===== config.mk =====
export PLATFORM = sky130hd
export DESIGN_NAME = ndp_feed_scheduler
export DESIGN_NICKNAME = d
export VERILOG_FILES = /design/src/rtl/ndp_pkg.sv /design/src/rtl/ndp_feed_scheduler_layer_ring_tracker.sv /design/src/rtl/ndp_feed_scheduler.sv
export SDC_FILE = /design/constraint.sdc
export NUM_CORES = 1
export LEC_CHECK = 0
export BUFFER_PORTS_ARGS = -buffer_cell sky130_fd_sc_hd__buf_2
export CAP_MARGIN = 40
export CORE_ASPECT_RATIO = 0.9
export CORE_UTILIZATION = 35
export CTS_CLUSTER_DIAMETER = 200
export DETAILED_ROUTE_END_ITERATION = 10
export GPL_TIMING_DRIVEN = 0
export PLACE_DENSITY = 0.62
export SKIP_LAST_GASP = 1
export SLEW_MARGIN = 15
export SYNTH_ARGS = -nofsm -noshare
export SYNTH_HDL_FRONTEND = slang
export SYNTH_SLANG_ARGS = --single-unit

===== constraint.sdc =====
create_clock -name scratch_pad_clk -period 2.7 [get_ports scratch_pad_clk]
set_clock_uncertainty 0.05 [all_clocks]
set_input_delay 0.135 -clock scratch_pad_clk [delete_from_list [all_inputs] [get_ports scratch_pad_clk]]
set_output_delay 0.135 -clock scratch_pad_clk [all_outputs]
set_load 0.01 [all_outputs]

===== src/rtl/ndp_pkg.sv =====
// rtl/ndp_pkg.sv - shared defaults and FSM state type for the NDP feed scheduler
package ndp_pkg;
  localparam int LAYER_BITS_DEF      = 3;
  localparam int WORDS_PER_LAYER_DEF = 128;

  typedef enum logic [1:0] {
    IDLE,
    FEED,
    DRAIN,
    DONE
  } state_t;
endpackage


===== src/rtl/ndp_feed_scheduler_layer_ring_tracker.sv =====
// rtl/ndp_feed_scheduler_layer_ring_tracker.sv - scratch-pad layer ring: write/read pointers, fill count, word count
module layer_ring_tracker
  import ndp_pkg::*;
#(
  parameter int NUM_LAYERS      = 8,
  parameter int LAYER_BITS      = LAYER_BITS_DEF,
  parameter int WORDS_PER_LAYER = WORDS_PER_LAYER_DEF,
  localparam int WC_BITS        = $clog2(WORDS_PER_LAYER)
) (
  input  logic                  scratch_pad_clk,
  input  logic                  reset,
  input  logic                  wr_en,
  input  logic [LAYER_BITS-1:0] wr_layer,
  input  logic                  wr_allow,
  input  logic                  feed,
  output logic [LAYER_BITS-1:0] rd_ptr,
  output logic [WC_BITS-1:0]    word_cnt,
  output logic                  wr_mismatch,
  output logic                  full,
  output logic                  empty
);
  logic [LAYER_BITS-1:0] wr_ptr;
  logic [LAYER_BITS:0]   count;
  logic [LAYER_BITS:0]   count_next;
  logic                  wr_take;
  logic                  complete;

  assign wr_take     = wr_en && wr_allow && (wr_layer == wr_ptr);
  assign wr_mismatch = wr_en && wr_allow && (wr_layer != wr_ptr);
  assign complete    = wr_take && (word_cnt == WC_BITS'(WORDS_PER_LAYER - 1));

  // A completion and a feed in the same cycle cancel; wr_allow keeps count from exceeding NUM_LAYERS.
  always_comb begin
    count_next = count;
    if (complete && !feed)
      count_next = count + (LAYER_BITS+1)'(1);
    else if (!complete && feed)
      count_next = count - (LAYER_BITS+1)'(1);
  end

  assign full  = (count_next == (LAYER_BITS+1)'(NUM_LAYERS));
  assign empty = (count == '0);

  always_ff @(posedge scratch_pad_clk) begin
    if (reset) begin
      wr_ptr   <= '0;
      rd_ptr   <= '0;
      count    <= '0;
      word_cnt <= '0;
    end else begin
      if (wr_take) begin
        if (complete) begin
          word_cnt <= '0;
          wr_ptr   <= wr_ptr + LAYER_BITS'(1);
        end else begin
          word_cnt <= word_cnt + WC_BITS'(1);
        end
      end
      if (feed)
        rd_ptr <= rd_ptr + LAYER_BITS'(1);
      count <= count_next;
    end
  end
endmodule


===== src/rtl/ndp_feed_scheduler.sv =====
// rtl/ndp_feed_scheduler.sv - sequences filled scratch-pad layers into the NDP unit
module ndp_feed_scheduler
  import ndp_pkg::*;
#(
  parameter int NUM_LAYERS      = 8,
  parameter int LAYER_BITS      = LAYER_BITS_DEF,
  parameter int WORDS_PER_LAYER = WORDS_PER_LAYER_DEF
) (
  input  logic                  scratch_pad_clk,
  input  logic                  reset,
  input  logic                  start_in,
  input  logic                  finished_in,
  input  logic                  wr_en,
  input  logic [LAYER_BITS-1:0] wr_layer,
  input  logic                  ndp_calc_done,
  output logic                  HREADY,
  output logic [LAYER_BITS-1:0] layer_addr,
  output logic                  feed_valid,
  output logic                  in_done_flag,
  output logic                  calc_done_flag,
  output logic                  busy,
  output logic                  wr_error
);
  localparam int WC_BITS = $clog2(WORDS_PER_LAYER);

  state_t                state;
  logic                  start_q;
  logic                  start_pulse;
  logic                  finish_latched;
  logic                  wr_allow;
  logic                  feed;
  logic [LAYER_BITS-1:0] rd_ptr;
  logic [WC_BITS-1:0]    word_cnt;
  logic                  wr_mismatch;
  logic                  full;
  logic                  empty;

  assign start_pulse = start_in & ~start_q;
  assign wr_allow    = HREADY && (state != DONE);
  assign feed        = (state == FEED) && !empty;

  layer_ring_tracker #(
    .NUM_LAYERS      (NUM_LAYERS),
    .LAYER_BITS      (LAYER_BITS),
    .WORDS_PER_LAYER (WORDS_PER_LAYER)
  ) u_tracker (
    .scratch_pad_clk (scratch_pad_clk),
    .reset           (reset),
    .wr_en           (wr_en),
    .wr_layer        (wr_layer),
    .wr_allow        (wr_allow),
    .feed            (feed),
    .rd_ptr          (rd_ptr),
    .word_cnt        (word_cnt),
    .wr_mismatch     (wr_mismatch),
    .full            (full),
    .empty           (empty)
  );

  always_ff @(posedge scratch_pad_clk) begin
    if (reset) begin
      state          <= IDLE;
      start_q        <= 1'b0;
      finish_latched <= 1'b0;
      HREADY         <= 1'b1;
      layer_addr     <= '0;
      feed_valid     <= 1'b0;
      in_done_flag   <= 1'b0;
      calc_done_flag <= 1'b0;
      busy           <= 1'b0;
      wr_error       <= 1'b0;
    end else begin
      start_q    <= start_in;
      feed_valid <= feed;
      if (feed)
        layer_addr <= rd_ptr;
      // Host writes are dead in DONE, so the port is left open there.
      HREADY <= (state == DONE) || (state == DRAIN && ndp_calc_done) || !full;
      if (wr_mismatch)
        wr_error <= 1'b1;

      case (state)
        IDLE: begin
          finish_latched <= 1'b0;
          if (start_pulse) begin
            state <= FEED;
            busy  <= 1'b1;
          end
        end
        FEED: begin
          if (finished_in)
            finish_latched <= 1'b1;
          // A half-written layer holds us here until the host finishes it.
          if (finish_latched && empty && (word_cnt == '0))
            state <= DRAIN;
        end
        DRAIN: begin
          in_done_flag <= 1'b1;
          if (ndp_calc_done) begin
            state          <= DONE;
            calc_done_flag <= 1'b1;
            busy           <= 1'b0;
          end
        end
        DONE: ;
        default: state <= IDLE;
      endcase
    end
  end
endmodule


Word-level counts from Yosys, hierarchy flattened
Index checks and enable logic that the tools add are counted.

Bits in registers: 30. Output and inout port bits: 9. Word-level logic and storage cells: 73.

Add/subtract/negate cells: 5. Equality and inequality tests: 12. Multiplexer cells: 12. Bitwise operators: 2. Reductions and logical operators: 28.

Operator list (number): $logic_and 1x1->1 (11); $mux 4 (2); $ne 2x2->1 const B (4); $add 7x1->7 const B (1); $eq 7x7->1 const B (1); $logic_not 7->1 (1); $mux 7 (1); $add 3x1->3 const B (2); $mux 2 (3); $pmux 2 s3 (1); $reduce_and 2->1 (3); $add 4x1->4 const B (1); $eq 2x2->1 const B (2); $eq 4x4->1 const B (1); $logic_not 1->1 (4); $logic_not 4->1 (1); $pmux 1 s2 (2); $reduce_and 4->1 (1); $reduce_bool 2->1 (2); $sub 4x1->4 const B (1); $eq 3x3->1 (1); $mux 1 (3); $ne 3x3->1 (1); $reduce_and 3->1 (1); other kinds (7) (8).

Depth between registers and ports, before layout
Gate-level depths: netlist (run 1).

Word-level depth: 12. Depth in mapped cells: 9.

Cells and area by module
From an unflattened synthesis (run 1), not the netlist that was laid out.

Cells, all modules: 163. Area, all modules: 1516.5 um2.

By module, submodules not included: layer_ring_tracker (instances 1, cells an instance 101, area each 955.9 um2, sequential area each 340.3 um2); ndp_feed_scheduler (instances 1, cells an instance 62, area each 560.5 um2, sequential area each 260.2 um2).

Worst setup path after synthesis (run 1)
OpenSTA, ideal clock, no wires.

Kind: register -> register. Start: reg u_tracker.count[0]. End: reg HREADY. Library setup time: 0.064 ns. Arrival time: 1.749 ns. Required time: 2.586 ns. Setup slack: 0.837 ns. Cell stages (with the launch flop): 10. Buffers on the path: 1. Period minus slack after synthesis: 1.863 ns. Cells stage by stage: dfxtp_1 > inv_1 > ha_1 > nor3b_1 > nor2b_1 > clkbuf_1 > o21ai_0 > and2_1 > a22o_1 > nand4_1.

Word-level cells in the longest chain between the ends: 9. Elaborated cells between the ends (all ways): 13. Classes of those cells: add/sub: 2; eq/ne: 1; mux: 2; reduce/logical: 8.

RTL lines: start: declaration (line ndp_feed_scheduler_layer_ring_tracker.sv:23) `logic [LAYER_BITS:0] count;`; start signal: assignment (line ndp_feed_scheduler_layer_ring_tracker.sv:61) `count <= count_next;`; parallel branches: the longest is 5 deep, another holds $sub 4x1->4; $mux 4 * (line ndp_feed_scheduler_layer_ring_tracker.sv:35) `if (complete && !feed)`; $eq 4x4->1 * (line ndp_feed_scheduler_layer_ring_tracker.sv:41) `assign full = (count_next == (LAYER_BITS+1)'(NUM_LAYERS));`; $logic_not 1->1 * (line ndp_feed_scheduler.sv:78) `HREADY <= (state == DONE) || (state == DRAIN && ndp_calc_done) || !full;`; $logic_or 1x1->1 * (line ndp_feed_scheduler.sv:78); end signal: assignment (line ndp_feed_scheduler.sv:78); end: declaration (line ndp_feed_scheduler.sv:16) `output logic HREADY,`.

Every way passes the cells marked *. A chain may end at the register's enable or synchronous reset.

Final worst setup path (run 1)
Ends and elaborated chain as after synthesis.

==> results.md, run 1 <==
* Row cnt at 22
* Residual DRC at 0
* Crit path DAT at 2340 ps
* Critical Path End Type: flip-flop
* First-pass DRT Iterations at 5
* Post-synth EDFFs at 0
* Iter 0 DRT Violations at 73
* CTS H-Tree Depth at 2
* Most common cell after layout, fill and taps aside: dfxtp_1
* First-pass GRT wire length at 5150 um
* Root buf cell: clkbuf_8
* Total of max-cap violations at 0
* RSZ-0062 raised after global routing: false
* Final core utilization at between 40% and 50%
* Pin count of the biggest net entering global routing at 11
* Worst rel slew slack at 65.4%
* Final setup violating endpoints at 0
* Core Area at 4160 um^2
* CP top delay family: simple AND/OR/NAND/NOR gates
* FF-to-FF path depth at 9
* GR Overflow Total at 0
* Required time of the critical path at 2870 ps
* Ant diodes at 0
* Worst path max stage delay at 430 ps
* CTS Buf Count at 5
* Via/cell ratio at between 4 and 5
* Worst path buffer plus inverter count at 2
* Clock Path Buffers at 2
* Most frequent cells in the layout: 30 x dfxtp_1, 22 x nor2_1, 19 x buf_2, 18 x nand2_1, 13 x a21oi_1
* Slowest-stage cell, CP: dfxtp_1
* Initial Utilization at between 30% and 40%
* CTS tree: built
* Worst-Margin Slew at 518 ps
* Flop2flop setup slack at 530 ps
* Vias in the first global route at 1144
* Cell Area, Synth at 1540 um^2
* Worst Hold Path Cells at 3
* TNS Setup at 0 ps
* Ports at 18
* Post-route antenna net violation count at 0
* Initial antenna violation count at 0
* Post-synthesis async set-or-reset flop share at 0%
* Synth Flop Type: dfxtp_1
* Synth Register Bits at 30
* Setup Buffers After CTS at 0
* Synth Warn # at 0
* Vias at 1261
* Area Overhead vs Synth at 18.2%
* Wirelength per Cell at roughly 11 um
* Crit path time final at around 2200 ps
* F_max at 461 MHz
* Clock edge transition at the registers on the reported setup and hold paths at ~60 ps
* Port Buf Inserts at 17
* Overall die height at 64.9 um
* CTS sink cnt at 30
* Syn nets at 200
* Share of layout cells above drive strength 1 at 17.0%
* Pleak at 0.729 nW
* Overall Global Routing Usage at 14.7%
* Sequential area share after synthesis at about two fifths
* Tcrit/Tclk final at 80.4%
* Yosys cell types at 39
* Nets at ~230
* Critical Path Stages at 9
* # fillers at 430
* Drt total wl at 2960 um
* Startpoint Class: flip-flop
* Area after DPL at 1700 um^2
* Post-route cell area at roughly 1800 um^2
* GPL Wtd Cong at 0.748
* Peak VDD IR at 462 uV
* Syn_area_per_cell at 8.55 um^2
* Status: complete, no violations
* DIE AREA at 4670 um^2
* Worst-path fanout max at 7
* Crit path cell chain: inv_1 -> ha_1 -> nor3b_1 -> nor2b_1 -> clkbuf_1 -> o21ai_0 -> and2_1 -> a22o_1 -> nand4_1
* Crit path kind: reg -> reg
* Gate Count Post-Synth at 180
* Hold crit path type: in -> reg
* Skew-Pair Late Insertion Delay at about 280 ps
* Pins Over Slew Limit at 0
* DP HPWL at 2120 um
* Final hold viol count at 0
* Die width at 71.9 um
* Pwr/cell area at about 780 nW/um^2
[metrics by stage]
step / setup slack, ps / hold WS [ps] / power [mW] / instances
after floorplan: 837 / 159 / 0.894 / 180
after global routing: 337 / 57.5 / 1.53 / 266
after CTS: 526 / 30.9 / 1.44 / 266
after global placement: 575 / 287 / 0.998 / 257
final: 529 / 49.1 / 1.42 / 266
after detailed placement: 554 / 286 / 1.00 / 257
[worst reg2reg max path: cells and delay by family, from the launching register on]
family / cells / cell delay, ps
and+or+nand+nor: 4 / 560
buffers and inverters: 2 / 380
AOI/OAI and AO/OA: 2 / 440
adders and majority gates: 1 / 250
DFF: 1 / 430
[cell type report]
type | count | area, um^2 | share of cell area, %
multi-input combinational | 129 | 853 | 46.9
sequential | 30 | 601 | 33.0
clock buffer | 8 | 110 | 6.05
timing repair buffer | 18 | 95.1 | 5.23
tap | 60 | 75.1 | 4.13
inverter | 12 | 45.0 | 2.48
buffer | 9 | 40.0 | 2.20
[registers in the layout, indices dropped and copies added, names as in the netlist]
name / cells
state: 2
wr_error: 1
busy: 1
u_tracker.word_cnt: 7
feed_valid: 1
start_q: 1
in_done_flag: 1
HREADY: 1
calc_done_flag: 1
finish_latched: 1
u_tracker.rd_ptr: 3
u_tracker.wr_ptr: 3
layer_addr: 3
u_tracker.count: 4
[per-layer routing]
layer,vias up,share of wire [%],global-route usage [%]
met5,-,0,0
met4,0,3.1,11.3
met3,6,5.7,3.27
met2,34,40,20.5
met1,562,51,19.5
li1,659,-,-
[worst paths after layout]
check | start | to
setup / recovery | u_tracker.count[0] | HREADY
hold / removal | start_in | start_q
setup reg to reg | u_tracker.count[0] | HREADY
hold reg to reg | layer_addr[1] | layer_addr[1]
[Yosys cell counts (all sizes together), types with 4 or more instances]
cell type | instances | area share (%)
ha | 11 | 8.9
nand3 | 4 | 1.6
inv | 12 | 2.9
xor2 | 6 | 3.4
nand2 | 18 | 4.4
clkbuf | 4 | 0.98
o21ai | 4 | 1.3
mux2i | 5 | 3.3
nand4 | 8 | 3.7
dfxtp | 30 | 39
nor2 | 23 | 5.8
xnor2 | 8 | 4.6
a21oi | 13 | 4.2
buf | 5 | 1.6
nor3 | 8 | 2.9
[power by group]
group | internal [mW] | switching [mW]
logic | 0.200 | 0.242
registers | 0.498 | 0.0541
clock network | 0.257 | 0.166
[kinds of logic after synthesis]
kind of cell / after synthesis / share of synthesized area (%)
multiplexers: 5 / 3.25
AO/OA/AOI/OAI: 24 / 9.76
buffers and inverters: 21 / 5.53
adder cells (fa/ha/maj): 11 / 8.94
XOR/XNOR: 14 / 7.97
flip-flops: 30 / 39.0
AND/OR/NAND/NOR: 75 / 25.5
[timing repair]
action	4_1_cts	5_1_grt
gates resized for setup	0	0
hold endpoints to repair	1	0
hold buffers	1	0
setup endpoints to repair	0	0
Note: power is estimated with default switching activity, not from simulation.
==> run 2, diff against run 1 <==
Settings changed: PLACE_DENSITY 0.62 to 0.64.
Clock period 2.7 ns to 1.9 ns, I/O delays scaled along.
==> run 2 against run 1 <==
Effect of this change:
- the run now ends with setup timing left
- non-clock buffer count grew 11
- design area grew 11%
- setup slack lost 550 ps
- total power grew 56%
- critical path depth shrank 2
- worst hold slack lost 44 ps
- clock-buffer cell count shrank 1
- flip-flop and latch count is the same
- combinational power grew 95%
- wire length grew 14%
- global-route usage grew 1.8 points
- die area is the same
==> results.md, run 2 (synthesis results as in run 1) <==
* Status: finished with violations
* Violated checks: setup timing
* Crit path kind: reg -> reg
* Share of layout cells above drive strength 1 at 30.4% (+13 points)
* CTS sink cnt at 30 (unchanged)
* Critical Path Stages at 7 (-2)
* FF-to-FF path depth at 7 (-2)
* Worst Hold Path Cells at 3 (unchanged)
* Final hold viol count at 0 (unchanged)
* Post-route antenna net violation count at 0 (unchanged)
* Wirelength per Cell at 12.2 um (+9.6%)
* Required time of the critical path at 2010 ps (-860 ps)
* Worst path buffer plus inverter count at 0 (-2)
* Via/cell ratio at 4.88 (+3.0%)
* Vias at 1353 (+7.3%)
* DIE AREA at 4670 um^2 (unchanged)
* Nets at 236 (+4.9%)
* Ant diodes at 0 (unchanged)
* Non-filler cells in the finished layout at 277 (+4.1%)
* Die width at 71.9 um (unchanged)
* Root buf cell: clkbuf_8
* Worst reg2reg startpoint: u_tracker.word_cnt[1]
* FF+latch area at 618 um^2 (+2.9%)
* Tcrit/Tclk final at 101% (+21 points)
* Final setup violating endpoints at 1 (+1)
* Row cnt at 22 (unchanged)
* GR Overflow Total at 0 (unchanged)
* Skew-Pair Late Insertion Delay at 290 ps (about the same)
* DP HPWL at 2200 um (+4.1%)
* First-pass DRT Iterations at 4 (-1)
* Ports at 18 (unchanged)
* Pins Over Slew Limit at 0 (unchanged)
* Multi-input logic area at 950 um^2 (+11%)
* Most frequent cells in the layout: 24 x dfxtp_1, 22 x nor2_1, 18 x nand2_1, 17 x buf_2, 13 x a21oi_1
* Startpoint Class: flip-flop
* Peak VDD IR at 574 uV (+24%)
* Pwr/cell area at 1100 nW/um^2 (+41%)
* Clock edge transition at the registers on the reported setup and hold paths at 70 ps (about the same)
* Port Buf Inserts at 17 (unchanged)
* R2r endpoint: HREADY
* Core Area at 4160 um^2 (unchanged)
* Area Overhead vs Synth at 31.1%
* Worst-Margin Slew at 486 ps (-32.2 ps)
* Most frequent CP cell: nand4_1
* Drt total wl at 3380 um (+14%)
* Residual DRC at 0 (unchanged)
* CP top delay family: simple AND/OR/NAND/NOR gates
* F_max at 520 MHz (+13%)
* Vias in the first global route at 1271 (+11%)
* Crit path DAT at 2030 ps (-310 ps)
* Initial antenna violation count at 0 (unchanged)
* CTS tree: built
* Worst Hold Margin at 5.37 ps (-43.8 ps)
* Worst hold path endpoint: start_q
* Overall Global Routing Usage at 16.5% (+1.8 points)
* Worst-path fanout max at 4 (-3)
* Clock Path Buffers at 2 (unchanged)
* Worst rel slew slack at 67.6% (+2.1 points)
* Critical Path End Type: flip-flop
* Slowest-stage cell, CP: or3b_1
* Worst setup margin at -21.9 ps (-551 ps)
* Total of max-cap violations at 0 (unchanged)
* Placed cells at 257 (unchanged)
* Crit path time final at 1920 ps (-249 ps)
* Most common cell after layout, fill and taps aside: dfxtp_1
* First-pass GRT wire length at 5750 um (+12%)
* RSZ-0062 raised after global routing: true
* Flop2flop setup slack at -20 ps (-550 ps)
* Hold path startpoint: start_in
* Iter 0 DRT Violations at 62 (-15%)
* Hold crit path type: in -> reg
* CTS Buf Count at 5 (unchanged)
* Initial Utilization at 37.0% (unchanged)
* # fillers at 395 (-8.1%)
* Max reg flops at 7 (unchanged)
* Overall die height at 64.9 um (unchanged)
* Worst path max stage delay at 370 ps (-60 ps)
* Most flops, register: u_tracker.word_cnt
* Top flop regs: u_tracker.word_cnt: 7 flops, u_tracker.count: 4 flops
* Crit path cell chain: ha_2 -> and3_4 -> nand4_1 -> nor2_2 -> or3b_1 -> a311oi_2 -> nand4_1
* Pleak at 0.800 nW (+9.8%)
* Pin count of the biggest net entering global routing at 11 (unchanged)
* GPL Wtd Cong at 0.785 (+4.9%)
* CTS H-Tree Depth at 2 (unchanged)
==> run 2: changes by cell type in the layout (fill, tap and decap cells not counted), sizes merged <==
cell    delta
buf       +11
clkbuf     -1
clkinv     +1
==> run 2: metrics by stage <==
| step | total power [mW] | util [%] | worst slack [ps] | TNS (ps) | area [um^2] |
|---|---|---|---|---|---|
| after floorplan | 1.27 | - | 36.8 | 0 | 1540 |
| after global placement | 1.42 | 40.9 | -252 | -662 | 1700 |
| after detailed placement | 1.44 | 40.9 | -247 | -717 | 1700 |
| after CTS | 2.15 | 46.8 | 4.28 | 0 | 1940 |
| after global routing | 2.37 | 48.5 | -117 | -317 | 2020 |
| final | 2.21 | 48.5 | -21.9 | -21.9 | 2020 |
==> run 2: worst max-delay path by stage <==
stage / start / to
finish: u_tracker.word_cnt[1] / HREADY
global route: u_tracker.word_cnt[1] / HREADY
CTS: u_tracker.count[0] / HREADY
detailed placement: u_tracker.count[0] / HREADY
global placement: u_tracker.count[0] / HREADY
floorplan: u_tracker.count[0] / HREADY
==> run 2: report_power, final <==
| part | switching, mW | internal, mW |
|---|---|---|
| clock | 0.239 | 0.291 |
| sequential | 0.0893 | 0.729 |
| combinational | 0.411 | 0.450 |
==> run 2: routing by layer <==
layer	track usage, %	up-vias	share of wire [%]
met3	5.13	6	4.2
met5	0	-	0
met2	26.5	22	46
met4	10.8	0	2.9
li1	-	686	-
met1	18.9	639	47
==> run 2: area by class of cell <==
class | instances | share of cell area, %
plain buffers | 9 | 2.79
clock buffers | 7 | 4.28
clock inverters | 1 | 0.248
inverters | 12 | 2.23
multi-input cells | 129 | 47.1
flip-flops and latches | 30 | 30.6
well taps | 60 | 3.72
repair buffers | 29 | 9.00
==> run 2: timing repair <==
| item | in CTS | in global routing |
|---|---|---|
| pin swaps | 2 | 3 |
| endpoints found under the hold margin | 2 | 0 |
| hold buffers | 1 | 0 |
| buffers inserted | 7 | 4 |
| setup endpoints to repair | 9 | 9 |
| gates resized for setup | 30 | 10 |
==> run 2: tightest hold or removal path, delay by kind of cell <==
kind          cells  cell delay, ps
buf+inv           2             160
simple gates      1              40
==> run 3, diff against run 2 <==
Settings changed: CORE_UTILIZATION 35 to 41, CTS_BUF_LIST set to sky130_fd_sc_hd__clkbuf_16, PLACE_DENSITY 0.64 to 0.72.
==> run 3 against run 2 <==
Effect of this change:
- the run still ends with setup timing left
- wire length up 8.0%
- highest routed layer unchanged
- flip-flop and latch count unchanged
- register-to-register slack worse by 60 ps
- global-route usage up 3.2 points
- critical endpoint unchanged
- total power up 5.9%
==> results.md, run 3 (synthesis results as in run 1) <==
* Slowest-stage cell, CP: or3b_1
* Most flops, register: u_tracker.word_cnt
* Crit path time final at 1980 ps (+57.9 ps)
* Initial antenna violation count at 0 (unchanged)
* Worst Hold Margin at 19.7 ps (+14.3 ps)
* Peak VDD IR at 706 uV (+23%)
* GR Overflow Total at 0 (unchanged)
* Most frequent cells in the layout: 24 x dfxtp_1, 22 x nor2_1, 18 x nand2_1, 18 x buf_2
* Skew-Pair Late Insertion Delay at 270 ps (-20 ps)
* Clock edge transition at the registers on the reported setup and hold paths at 50 ps (-20 ps)
* Worst rel slew slack at 66.4% (-1.2 points)
* Pleak at 0.821 nW (+2.6%)
* Top flop regs: u_tracker.word_cnt: 7 flops, u_tracker.count: 4 flops
* Pin count of the biggest net entering global routing at 11 (unchanged)
* R2r endpoint: HREADY
* Worst setup margin at -79.8 ps (-57.9 ps)
* Pwr/cell area at 1140 nW/um^2 (+4.1%)
* Ports at 18 (unchanged)
* Crit path DAT at 2060 ps (+30 ps)
* Via/cell ratio at 5.18 (+6.1%)
* Port Buf Inserts at 17 (unchanged)
* Critical Path End Type: flip-flop
* Final hold viol count at 0 (unchanged)
* Crit path cell chain: ha_4 -> and3_4 -> nand4_1 -> buf_4 -> nor2_2 -> or3b_1 -> a311oi_2 -> nand4_1
* FF-to-FF path depth at 8 (+1)
* First-pass GRT wire length at 5780 um (+0.61%)
* Crit path kind: reg -> reg
* Violated checks: setup timing
* DP HPWL at 2150 um (-2.2%)
* Share of layout cells above drive strength 1 at 29.5% (-0.92 points)
* CTS H-Tree Depth at 2 (unchanged)
* Worst-Margin Slew at 503 ps (+17.3 ps)
* First-pass DRT Iterations at 4 (unchanged)
* Flop2flop setup slack at -80 ps (-60 ps)
* Nets at 237 (+0.42%)
* Row cnt at 20 (-9.1%)
* Worst reg2reg startpoint: u_tracker.word_cnt[1]
* Ant diodes at 0 (unchanged)
* Worst path max stage delay at 360 ps (about the same)
* RSZ-0062 raised after global routing: true
* Worst Hold Path Cells at 3 (unchanged)
* Worst hold path endpoint: start_q
* Vias at 1353 (unchanged)
* Most frequent CP cell: nand4_1
* CTS sink cnt at 30 (unchanged)
* Iter 0 DRT Violations at 38 (-39%)
* Area Overhead vs Synth at 33.3%
* Hold path startpoint: start_in
* Worst path buffer plus inverter count at 1 (+1)
* CP top delay family: simple AND/OR/NAND/NOR gates
* Final core utilization at 59.0% (+10 points)
* Overall die height at 60.1 um (-7.4%)
* Final setup violating endpoints at 2 (+1)
* Status: finished with violations
* Root buf cell: clkbuf_16
* Clock Path Buffers at 2 (unchanged)
* GPL Wtd Cong at 0.753 (-4.1%)
* Drt total wl at 3650 um (+8.0%)
* Overall Global Routing Usage at 19.7% (+3.2 points)
* CTS Buf Count at 5 (unchanged)
* Wirelength per Cell at 14.0 um (+15%)
* CTS tree: built
* Total of max-cap violations at 0 (unchanged)
* Post-route antenna net violation count at 0 (unchanged)
* Die width at 66.6 um (-7.4%)
* Pins Over Slew Limit at 0 (unchanged)
* Most common cell after layout, fill and taps aside: dfxtp_1
* Residual DRC at 0 (unchanged)
* Tcrit/Tclk final at 104% (+3.0 points)
* Hold crit path type: in -> reg
* F_max at 505 MHz (-2.9%)
* DIE AREA at 4000 um^2 (-14%)
* Core Area at 3480 um^2 (-16%)
* Required time of the critical path at 1980 ps (-30 ps)
* Startpoint Class: flip-flop
* Max reg flops at 7 (unchanged)
* Worst-path fanout max at 4 (unchanged)
* Vias in the first global route at 1271 (unchanged)
* Initial Utilization at 44.2% (+7.2 points)
==> run 3: cell count changes in the layout (fill, tap and decap cells not counted), sizes merged <==
cell | previous run | this run
inv | 12 | 14
clkinv | 1 | 0
clkbuf | 11 | 10
==> run 3: final cells by class <==
| class | instances | area (um^2) |
|---|---|---|
| fill | 294 | 1430 |
| multi-input combinational | 129 | 965 |
| sequential | 30 | 611 |
| timing repair buffer | 30 | 186 |
| clock buffer | 5 | 125 |
| buffer | 9 | 57.6 |
| tap | 44 | 55.1 |
| inverter | 12 | 45.0 |
| clock inverter | 2 | 7.51 |
==> run 3: what timing repair did <==
item                                   CTS  global route
hold buffers                             1             0
setup buffers                            7             5
pin swaps                                7             7
resized for setup                       28             8
gates cloned                             0             0
setup endpoints to repair                8            10
endpoints found under the hold margin    1             0
==> run 3: per-layer routing <==
| layer | vias up | track usage [%] | wire length, um |
|---|---|---|---|
| met5 | - | 0 | 0 |
| met2 | 42 | 33.3 | 1800 |
| li1 | 685 | - | - |
| met4 | 0 | 6.69 | 65 |
| met3 | 6 | 4.77 | 169 |
| met1 | 620 | 24.5 | 1610 |
==> run 3: worst reg2reg max path: stages, from the launching register on <==
cell	delay, ps
dfxtp_2	330
ha_4	160
and3_4	180
nand4_1	70
buf_4	170
nor2_2	50
or3b_1	360
a311oi_2	320
nand4_1	150
==> run 3: how the worst max path moves through the flow <==
stage	from	endpoint	slack, ps	depth (start not counted)
finish	u_tracker.word_cnt[1]	HREADY	-80	8
CTS	state[0]	HREADY	-20	7
floorplan	u_tracker.count[0]	HREADY	40	9
global route	u_tracker.word_cnt[2]	HREADY	-210	7
detailed placement	u_tracker.count[0]	HREADY	-230	9
global placement	u_tracker.count[0]	HREADY	-240	9
==> run 3: report_power, final <==
part           switching, mW  internal, mW
combinational          0.407         0.401
sequential            0.0928         0.722
clock                  0.251         0.466
total                  0.751          1.59
==> run 3: stage by stage <==
| stage | worst slack [ps] | instance area, um^2 | power [mW] | instances | TNS [ps] |
|---|---|---|---|---|---|
| 4_1_cts | -21.4 | 1970 | 2.27 | 256 | -21.4 |
| 2_1_floorplan | 36.8 | 1540 | 1.27 | 180 | 0 |
| 6_report | -79.8 | 2050 | 2.34 | 261 | -80.0 |
| 3_3_place_gp | -238 | 1680 | 1.41 | 241 | -635 |
| 3_5_place_dp | -231 | 1680 | 1.42 | 241 | -611 |
| 5_1_grt | -214 | 2050 | 2.47 | 261 | -820 |
